**config.mk**
```make
export PLATFORM = sky130hd
export DESIGN_NAME = clock_adjust_ctrl
export DESIGN_NICKNAME = d
export VERILOG_FILES = /design/src/rtl/clock_pkg.sv /design/src/rtl/hold_repeat_timer.sv /design/src/rtl/clock_adjust_ctrl.sv
export SDC_FILE = /design/constraint.sdc
export NUM_CORES = 1
export LEC_CHECK = 0
export BUFFER_PORTS_ARGS = -buffer_cell sky130_fd_sc_hd__buf_2
export CORE_UTILIZATION = 48
export DETAILED_ROUTE_END_ITERATION = 8
export PLACE_DENSITY_LB_ADDON = 0.25
export SYNTH_ARGS = -nofsm -noshare
export SYNTH_HDL_FRONTEND = slang
export SYNTH_HIERARCHICAL = 1
export SYNTH_SLANG_ARGS = --single-unit
```
**constraint.sdc**
```tcl
create_clock -name clk -period 3.4 [get_ports clk]
set_clock_uncertainty 0.1 [all_clocks]
set_input_delay 0.34 -clock clk [delete_from_list [all_inputs] [get_ports clk]]
set_output_delay 0.34 -clock clk [all_outputs]
set_load 0.05 [all_outputs]
```
**src/rtl/clock_pkg.sv**
```systemverilog
// ============================================================================
// Module   : clock_pkg
// Purpose  : Shared state codes, field indices and helpers for clock adjust.
// Revision : 1.0
// ============================================================================
`default_nettype none

package clock_pkg;

  typedef enum logic [2:0] {
    RUN       = 3'd0,
    SET_CMIN  = 3'd1,
    SET_CHOUR = 3'd2,
    SET_AMIN  = 3'd3,
    SET_AHOUR = 3'd4
  } state_e;

  localparam int CMIN  = 0;
  localparam int CHOUR = 1;
  localparam int AMIN  = 2;
  localparam int AHOUR = 3;

  localparam logic UP   = 1'b0;
  localparam logic DOWN = 1'b1;

  function automatic state_e next_mode(input state_e s);
    state_e n;
    case (s)
      RUN:       n = SET_CMIN;
      SET_CMIN:  n = SET_CHOUR;
      SET_CHOUR: n = SET_AMIN;
      SET_AMIN:  n = SET_AHOUR;
      default:   n = RUN;
    endcase
    return n;
  endfunction

  function automatic logic [3:0] field_onehot(input state_e s);
    logic [3:0] v;
    v = 4'b0000;
    case (s)
      SET_CMIN:  v[CMIN]  = 1'b1;
      SET_CHOUR: v[CHOUR] = 1'b1;
      SET_AMIN:  v[AMIN]  = 1'b1;
      SET_AHOUR: v[AHOUR] = 1'b1;
      default:   v = 4'b0000;
    endcase
    return v;
  endfunction

endpackage

`default_nettype wire

```
**src/rtl/hold_repeat_timer.sv**
```systemverilog
// ============================================================================
// Module   : hold_repeat_timer
// Purpose  : Hold-to-auto-repeat timer; fires once after HOLD_TICKS, then
//            every REPEAT_TICKS ticks while level stays high.
// Revision : 1.0
// ============================================================================
`default_nettype none

module hold_repeat_timer #(
  parameter int HOLD_TICKS   = 50,
  parameter int REPEAT_TICKS = 10
) (
  input  logic clk,
  input  logic rst,
  input  logic level,
  input  logic tick_en,
  output logic fire
);

  localparam int CNT_MAX = (HOLD_TICKS > REPEAT_TICKS) ? HOLD_TICKS : REPEAT_TICKS;
  localparam int CW      = $clog2(CNT_MAX + 1);
  localparam logic [CW:0] HOLD_LIM = (CW + 1)'(HOLD_TICKS);
  localparam logic [CW:0] REP_LIM  = (CW + 1)'(REPEAT_TICKS);

  logic [CW-1:0] cnt_q, cnt_d;
  logic          repeat_q, repeat_d;
  logic [CW:0]   cnt_inc;
  logic [CW:0]   limit;

  assign cnt_inc = {1'b0, cnt_q} + (CW + 1)'(1);
  assign limit   = repeat_q ? REP_LIM : HOLD_LIM;

  // The count restarts at each fire, so it never exceeds its limit.
  always_comb begin
    cnt_d    = cnt_q;
    repeat_d = repeat_q;
    fire     = 1'b0;
    if (!level) begin
      cnt_d    = '0;
      repeat_d = 1'b0;
    end else if (tick_en) begin
      if (cnt_inc >= limit) begin
        fire     = 1'b1;
        cnt_d    = '0;
        repeat_d = 1'b1;
      end else begin
        cnt_d = cnt_inc[CW-1:0];
      end
    end
  end

  always_ff @(posedge clk or negedge rst) begin
    if (!rst) begin
      cnt_q    <= '0;
      repeat_q <= 1'b0;
    end else begin
      cnt_q    <= cnt_d;
      repeat_q <= repeat_d;
    end
  end

endmodule

`default_nettype wire

```
**src/rtl/clock_adjust_ctrl.sv**
```systemverilog
// ============================================================================
// Module   : clock_adjust_ctrl
// Purpose  : Front-panel mode FSM producing adjust pulses, direction and run
//            enable for the clock/alarm counters.
// Revision : 1.0
// ============================================================================
`default_nettype none

module clock_adjust_ctrl
  import clock_pkg::*;
#(
  parameter int HOLD_TICKS   = 50,
  parameter int REPEAT_TICKS = 10,
  parameter int IDLE_TICKS   = 1000
) (
  input  logic       clk,
  input  logic       rst,
  input  logic       tick_en,
  input  logic       btn_mode,
  input  logic       btn_up,
  input  logic       btn_down,
  output logic       run_en,
  output logic [3:0] adj_en,
  output logic       up_down,
  output logic [2:0] mode
);

  localparam int IDLE_W = $clog2(IDLE_TICKS + 1);
  localparam logic [IDLE_W:0] IDLE_LIM = (IDLE_W + 1)'(IDLE_TICKS);

  state_e            state_q, state_d;
  logic              mode_prev_q, up_prev_q, down_prev_q;
  logic [IDLE_W-1:0] idle_q, idle_d;
  logic              run_en_q, run_en_d;
  logic [3:0]        adj_en_q, adj_en_d;
  logic              up_down_q, up_down_d;

  logic              mode_edge, up_edge, down_edge;
  logic              in_set, any_btn, rep_level, rep_fire;
  logic              pulse, pulse_dir;
  logic [IDLE_W:0]   idle_inc;

  assign mode_edge = btn_mode & ~mode_prev_q;
  assign up_edge   = btn_up & ~up_prev_q;
  assign down_edge = btn_down & ~down_prev_q;
  assign in_set    = (state_q != RUN);
  assign any_btn   = btn_mode | btn_up | btn_down;
  assign idle_inc  = {1'b0, idle_q} + (IDLE_W + 1)'(1);

  // Repeat only runs with exactly one direction held; a mode edge clears it.
  assign rep_level = in_set & ~mode_edge & (btn_up ^ btn_down);

  hold_repeat_timer #(
    .HOLD_TICKS   (HOLD_TICKS),
    .REPEAT_TICKS (REPEAT_TICKS)
  ) u_hold_repeat (
    .clk     (clk),
    .rst     (rst),
    .level   (rep_level),
    .tick_en (tick_en),
    .fire    (rep_fire)
  );

  always_comb begin
    state_d   = state_q;
    idle_d    = idle_q;
    pulse     = 1'b0;
    pulse_dir = up_down_q;
    if (mode_edge) begin
      state_d = next_mode(state_q);
    end else if (in_set) begin
      if (any_btn) begin
        idle_d = '0;
      end else if (tick_en) begin
        if (idle_inc >= IDLE_LIM) state_d = RUN;
        else                      idle_d  = idle_inc[IDLE_W-1:0];
      end
      if (up_edge ^ down_edge) begin
        pulse     = 1'b1;
        pulse_dir = down_edge ? DOWN : UP;
      end else if (rep_fire) begin
        pulse     = 1'b1;
        pulse_dir = btn_down ? DOWN : UP;
      end
    end
    if (state_d != state_q) idle_d = '0;
    run_en_d  = (state_d == RUN);
    adj_en_d  = pulse ? field_onehot(state_q) : 4'b0000;
    up_down_d = pulse_dir;
  end

  always_ff @(posedge clk or negedge rst) begin
    if (!rst) begin
      state_q     <= RUN;
      mode_prev_q <= 1'b0;
      up_prev_q   <= 1'b0;
      down_prev_q <= 1'b0;
      idle_q      <= '0;
      run_en_q    <= 1'b1;
      adj_en_q    <= 4'b0000;
      up_down_q   <= UP;
    end else begin
      state_q     <= state_d;
      mode_prev_q <= btn_mode;
      up_prev_q   <= btn_up;
      down_prev_q <= btn_down;
      idle_q      <= idle_d;
      run_en_q    <= run_en_d;
      adj_en_q    <= adj_en_d;
      up_down_q   <= up_down_d;
    end
  end

  assign run_en  = run_en_q;
  assign adj_en  = adj_en_q;
  assign up_down = up_down_q;
  assign mode    = state_q;

endmodule

`default_nettype wire

```
==> reports/results.txt, run 1 <==
status: complete, but fails checks
failing checks: hold timing
Die Footprint: 0.00432 sq mm
Layout Cells excl Fill: 264
drt total wl: 4150 um
Crit Path Category: reg -> reg
pre-CTS WS: 0.334 ns
total gr overflow: 0
R2R Setup Slk: 0.28 ns
Main synth FF type: dfrtp_1
starting density of the core: 51.7%
Top delay family on crit path: simple AND/OR/NAND/NOR gates
largest net degree at the start of global routing: 30
most frequent cells in the layout: 28 x dfrtp_1, 18 x nor2_1, 16 x nand2_1, 14 x buf_2, 9 x inv_1
layout cells sized above 1: 19.0%
fin crit period: 3.12 ns
area delta synth->final: 9.83%
Core Region: 0.00377 sq mm
Crit. End Element: flop
worst hold slack: -0.0210 ns
CP startpoint: u_hold_repeat/cnt_q[2]
Worst Setup Start Kind: flop
Min-Delay Path Class: in -> async
final worst slack: 0.284 ns
fmax: 321 MHz
Clk Latency, worst-skew pair: 0.27 ns
Mean Syn Cell Area: 9.60 sq um
routed vias/inst: 6.13
max-slew violations: 0
Post-CTS Repair Setup Buffers: 0
Max stage delay cell, worst path: dfrtp_1
clk sink count: 29
critical-path cell list: and3_4, and3_1, xnor2_1, inv_1, ha_1, and3_1, o21ai_2, a31oi_1, and2_1, nor2_1, or3_1, nor3b_1
first-pass GRT wire length: 7270 um
CTS buffer count: 5
post-CTS sizing: 0
Tot Pwr: 1020 uW
vias in the first global route: 1596
placer congestion estimate: 0.848
Crit path required time: 3.48 ns
worst slew pin tran: 0.617 ns
Arrival @ worst endpoint: 3.19 ns
area leader, netlist: dfrtp_1
via count: 1617
Cell Area, Synth: 0.00195 sq mm
RSZ-0062 raised after global routing: false
final core utilization: 56.7%
DRT Pass-1 Iters: 4
area share of the largest cell type after synthesis: 36.0%
Hold Violations, Final: 28
sequential area share after synthesis: 37.3%
r2r startpoint: u_hold_repeat/cnt_q[2]
PortBufs: 14
Top Ports: 15
Wirelength per Cell: 15.7 um
Inst Count DP: 257
Die Span Y: 65.7 um
post-synthesis cell count: 203
FF-to-FF path depth: 12
Buf/Inv on CP: 1
fin crit share: 91.7%
PD cells: 479 mW/mm^2
All-Layer GR Usage: 22.2%
commonest non-fill, non-tap cell in the layout: dfrtp_1
EDFF count, synth: 0
initial DRC count: 164
Synthesis Warnings: 6
Synth area leaders: dfrtp_1 36%, ha_1 3.9%, nor2_1 3.5%
final setup vio count: 0
CP max stage delay: 0.43 ns
Rel. slew slack: 58.9%
ANT cells: 0
synth unique cells: 64
asr flop ratio synth: 100%
Pleak: 0.000946 uW
CP endpoint: adj_en[0]
Worst VDD drop: 401 uV
Worst path depth: 12
antenna violations before repair: 0
clk root buf: clkbuf_8
Most common cell on crit path: and3_1
Net Count, Synth: 215
Post-DRT Antenna Nets: 0
worst-case clock buffer depth: 2
setup TNS: 0 ns
Die Wd: 65.7 um
clock transition at the registers of the reported paths: 0.05 ns
nets: 228
reg-to-reg endpoint: adj_en[0]
Synth Register Bits: 29
std cell rows: 22
CTS tree: built
dpl hpwl: 3090 um
Post-route DRC: 0
max cap viols: 0
crit path max fanout: 6
number of hold buffers added after cts: 0
H-tree depth: 2
flip-flops by register name, indices dropped and copies added, names as in the netlist:
register / cells
mode_prev_q: 1
up_prev_q: 1
u_hold_repeat/repeat_q: 1
run_en: 1
idle_q: 10
mode: 3
u_hold_repeat/cnt_q: 6
down_prev_q: 1
up_down: 1
adj_en: 4
per-stage QoR:
| stage | hold WS (ns) | cell area (sq um) |
|---|---|---|
| finish | -0.0210 | 2140 |
| CTS | 0.00805 | 2140 |
| global route | 0.0299 | 2140 |
| global placement | 0.297 | 2050 |
| detailed placement | 0.302 | 2050 |
| floorplan | -0.0556 | 1950 |
logic make-up (layout without fill, tap and decap cells):
group	count (synthesis)	after routing	synth area share, %
AOI/OAI and AO/OA	52	52	24.3
and+or+nand+nor	86	86	25.5
muxes	3	3	1.61
DFF	29	29	37.3
xor gates and xnor gates	7	7	3.15
adders and majority gates	7	7	4.37
buffers and inverters	19	32	3.79
metal layers:
layer | global-route usage [%] | up-vias | part of all wire, %
met3 | 5.38 | 6 | 4.1
met4 | 6.79 | 0 | 1.1
met2 | 36.0 | 28 | 48
met5 | 0 | - | 0
li1 | - | 792 | -
met1 | 29.1 | 791 | 47
cell usage after synthesis, types with 2 or more instances:
cell type	number
and2_1	4
o221ai_1	2
or4_4	2
buf_2	2
nand2_1	16
mux2i_1	2
inv_1	9
nand3_2	2
a31oi_1	2
a31o_1	2
nand4b_1	3
and3_1	6
ha_1	6
nand3_1	5
or3_1	3
xnor2_1	3
a311oi_1	2
nand2b_1	3
nor3_1	4
o311ai_0	2
a21boi_1	2
xor2_1	4
nor3b_1	3
o21ai_0	4
a21oi_2	2
clkbuf_1	8
a41oi_1	2
a2111oi_0	2
nor2b_1	2
nor2_1	18
dfrtp_1	28
a21o_1	4
nand4_1	8
a211o_1	2
a21oi_1	5
report_power, final:
group / switching (uW) / total (uW) / internal (uW)
Clock: 112 / 271 / 160
Combinational: 223 / 317 / 93.8
Sequential: 55.5 / 436 / 381
worst reg2reg max path, cell delays in order, from the launching register on:
cell	delay (ns)
dfrtp_1	0.43
and3_4	0.21
and3_1	0.19
xnor2_1	0.24
inv_1	0.08
ha_1	0.31
and3_1	0.21
o21ai_2	0.12
a31oi_1	0.24
and2_1	0.20
nor2_1	0.07
or3_1	0.39
nor3b_1	0.24
cell type report:
class / count / area [sq um]
fillers: 315 / 1630
multi-input cells: 155 / 1150
flip-flops and latches: 29 / 727
clock buffers: 7 / 86.3
repair buffers: 16 / 85.1
well taps: 48 / 60.1
inverters: 9 / 33.8
worst min path at each step:
stage,from,end,slack [ns],cells past startpoint
6_report,rst,idle_q[5],-0.02,1
5_1_grt,rst,idle_q[3],0.03,1
4_1_cts,rst,idle_q[5],0.008,1
3_5_place_dp,rst,idle_q[5],0.30,1
3_3_place_gp,rst,u_hold_repeat/cnt_q[3],0.30,1
2_1_floorplan,rst,adj_en[0],-0.06,0
Power figures use the tool's default switching activity.
==> run 2: changes to the inputs <==
Clock period 3.4 ns to 3.8 ns, I/O delays scaled along.
==> run 2 against run 1 <==
Against the previous run:
- the flow now finishes without violations
- first-iteration DRC count fell by 6.1%
- combinational power fell by 10%
- sequential share of layout area fell by 0.24 points
- fmax rose by 2.1%
- critical endpoint unchanged
- via count rose by 1.6%
- flip-flop and latch count did not move
==> reports/results.txt, run 2 (synthesis results as in run 1) <==
status: finished, final reports clean (was complete, but fails checks)
vias in the first global route: 1673 (was 1596)
post-CTS sizing: 0 (unchanged)
ANT cells: 0 (unchanged)
routed vias/inst: 6.20 (was 6.13)
largest net degree at the start of global routing: 30 (unchanged)
number of flip-flops in the largest register: 10 (unchanged)
first-pass GRT wire length: 7580 um (was 7270 um)
Min-Delay Path Class: in -> async (unchanged)
Hold Violations, Final: 0 (was 28)
All-Layer GR Usage: 22.9% (was 22.2%)
starting density of the core: 51.7% (unchanged)
crit path max fanout: 6 (unchanged)
Worst VDD drop: 363 uV (was 401 uV)
Worst Setup Start Kind: flop (unchanged)
Crit Path Category: reg -> reg (unchanged)
most frequent cells in the layout: 28 x dfrtp_1, 18 x nor2_1, 16 x nand2_1, 14 x buf_2, 9 x inv_1 (unchanged)
PortBufs: 14 (unchanged)
via count: 1643 (was 1617)
area delta synth->final: 10.6% (was 9.83%)
Pleak: 0.000956 uW (was 0.000946 uW)
Post-CTS Repair Setup Buffers: 0 (unchanged)
Post-DRT Antenna Nets: 0 (unchanged)
layout cells sized above 1: 19.8% (was 19.0%)
Die Wd: 65.7 um (unchanged)
initial DRC count: 154 (was 164)
commonest non-fill, non-tap cell in the layout: dfrtp_1 (unchanged)
fin crit share: 80.3% (was 91.7%)
Largest Register: idle_q (unchanged)
Crit path required time: 3.88 ns (was 3.48 ns)
dpl hpwl: 3100 um (was 3090 um)
final worst slack: 0.747 ns (was 0.284 ns)
nets: 228 (unchanged)
drt total wl: 4250 um (was 4150 um)
Int Pwr: 588 uW (was 634 uW)
final setup vio count: 0 (unchanged)
Core Region: 0.00377 sq mm (unchanged)
clk sink count: 29 (unchanged)
CTS buffer count: 5 (unchanged)
placer congestion estimate: 0.873 (was 0.848)
number of hold buffers added after cts: 0 (unchanged)
Top Ports: 15 (unchanged)
Die Span Y: 65.7 um (unchanged)
Post-route DRC: 0 (unchanged)
share of total power in combinational logic: 30.0% (was 30.9%)
antenna violations before repair: 0 (unchanged)
Rel. slew slack: 57.3% (was 58.9%)
Wirelength per Cell: 16.0 um (was 15.7 um)
worst-case clock buffer depth: 2 (unchanged)
Arrival @ worst endpoint: 3.14 ns (was 3.19 ns)
clk root buf: clkbuf_8 (unchanged)
Die Footprint: 0.00432 sq mm (unchanged)
Crit. End Element: flop (unchanged)
RSZ-0062 raised after global routing: false (unchanged)
DRT Pass-1 Iters: 4 (unchanged)
H-tree depth: 2 (unchanged)
fmax: 328 MHz (was 321 MHz)
Post-DP Area: 0.00205 sq mm (unchanged)
net switching power: 362 uW (was 390 uW)
worst slew pin tran: 0.641 ns (was 0.617 ns)
clock transition at the registers of the reported paths: 0.06 ns (was 0.05 ns)
switching share of power: 38.1% (about the same)
setup TNS: 0 ns (unchanged)
register share of total power: 41.0% (was 42.6%)
CTS tree: built (unchanged)
fin crit period: 3.05 ns (was 3.12 ns)
post-route design area: 0.00215 sq mm (was 0.00214 sq mm)
clock power share: 29.0% (was 26.5%)
pre-CTS WS: 0.773 ns (was 0.334 ns)
Clk Latency, worst-skew pair: 0.27 ns (about the same)
final core utilization: 57.1% (was 56.7%)
total gr overflow: 0 (unchanged)
std cell rows: 22 (unchanged)
max cap viols: 0 (unchanged)
max-slew violations: 0 (unchanged)
PD cells: 441 mW/mm^2 (was 479 mW/mm^2)
[run 2: changes by cell type in the layout (fill, tap and decap cells not counted)]
cell | before | now
clkbuf_1 | 1 | 0
clkbuf_8 | 6 | 7
clkinv_2 | 0 | 1
[run 2: final cells by class]
type,count,area (sq um)
inverter,9,33.8
tap,48,60.1
fill,323,1620
clock inverter,1,5.00
sequential,29,727
clock buffer,7,96.3
multi-input combinational,155,1150
timing repair buffer,16,85.1
[run 2: critical path, stage by stage (launching register included)]
cell     delay (ns)
dfrtp_1        0.43
and3_4         0.21
and3_1         0.19
xnor2_1        0.23
inv_1          0.08
ha_1           0.31
and3_1         0.21
o21ai_2        0.11
a31oi_1        0.22
and2_1         0.20
nor2_1         0.08
or3_1          0.39
nor3b_1        0.23
[run 2: power groups by stage]
stage	clock, uW	sequential (uW)	combinational [uW]
3_3_place_gp	0	391	281
2_1_floorplan	0	449	158
6_report	275	389	285
3_5_place_dp	0	395	286
5_1_grt	294	397	308
4_1_cts	285	390	287
[run 2: worst paths after layout]
path | start | to | slack, ns | cells past startpoint
worst max register to register | u_hold_repeat/cnt_q[2] | adj_en[0] | 0.75 | 12
min in group clk | btn_mode | mode_prev_q | 0.17 | 1
max in group asynchronous | rst | u_hold_repeat/repeat_q | 3.15 | 1
worst min register to register | up_down | up_down | 0.44 | 1
worst min-delay path | rst | idle_q[2] | 0.03 | 1
worst max-delay path | u_hold_repeat/cnt_q[2] | adj_en[0] | 0.75 | 12
[run 2: routing by layer]
layer | track usage, % | share of wire [%] | vias to the layer above
li1 | - | - | 788
met1 | 28.8 | 46 | 800
met2 | 38.5 | 49 | 48
met3 | 3.82 | 3.7 | 7
met4 | 9.24 | 1.5 | 0
met5 | 0 | 0 | -
[run 2: per-stage QoR]
| stage | hold slack [ns] | std cells | power, uW |
|---|---|---|---|
| 5_1_grt | 0.0769 | 265 | 999 |
| 3_5_place_dp | 0.349 | 257 | 681 |
| 4_1_cts | 0.0509 | 265 | 961 |
| 3_3_place_gp | 0.344 | 257 | 672 |
| 2_1_floorplan | -0.0156 | 203 | 607 |
| 6_report | 0.0291 | 265 | 949 |
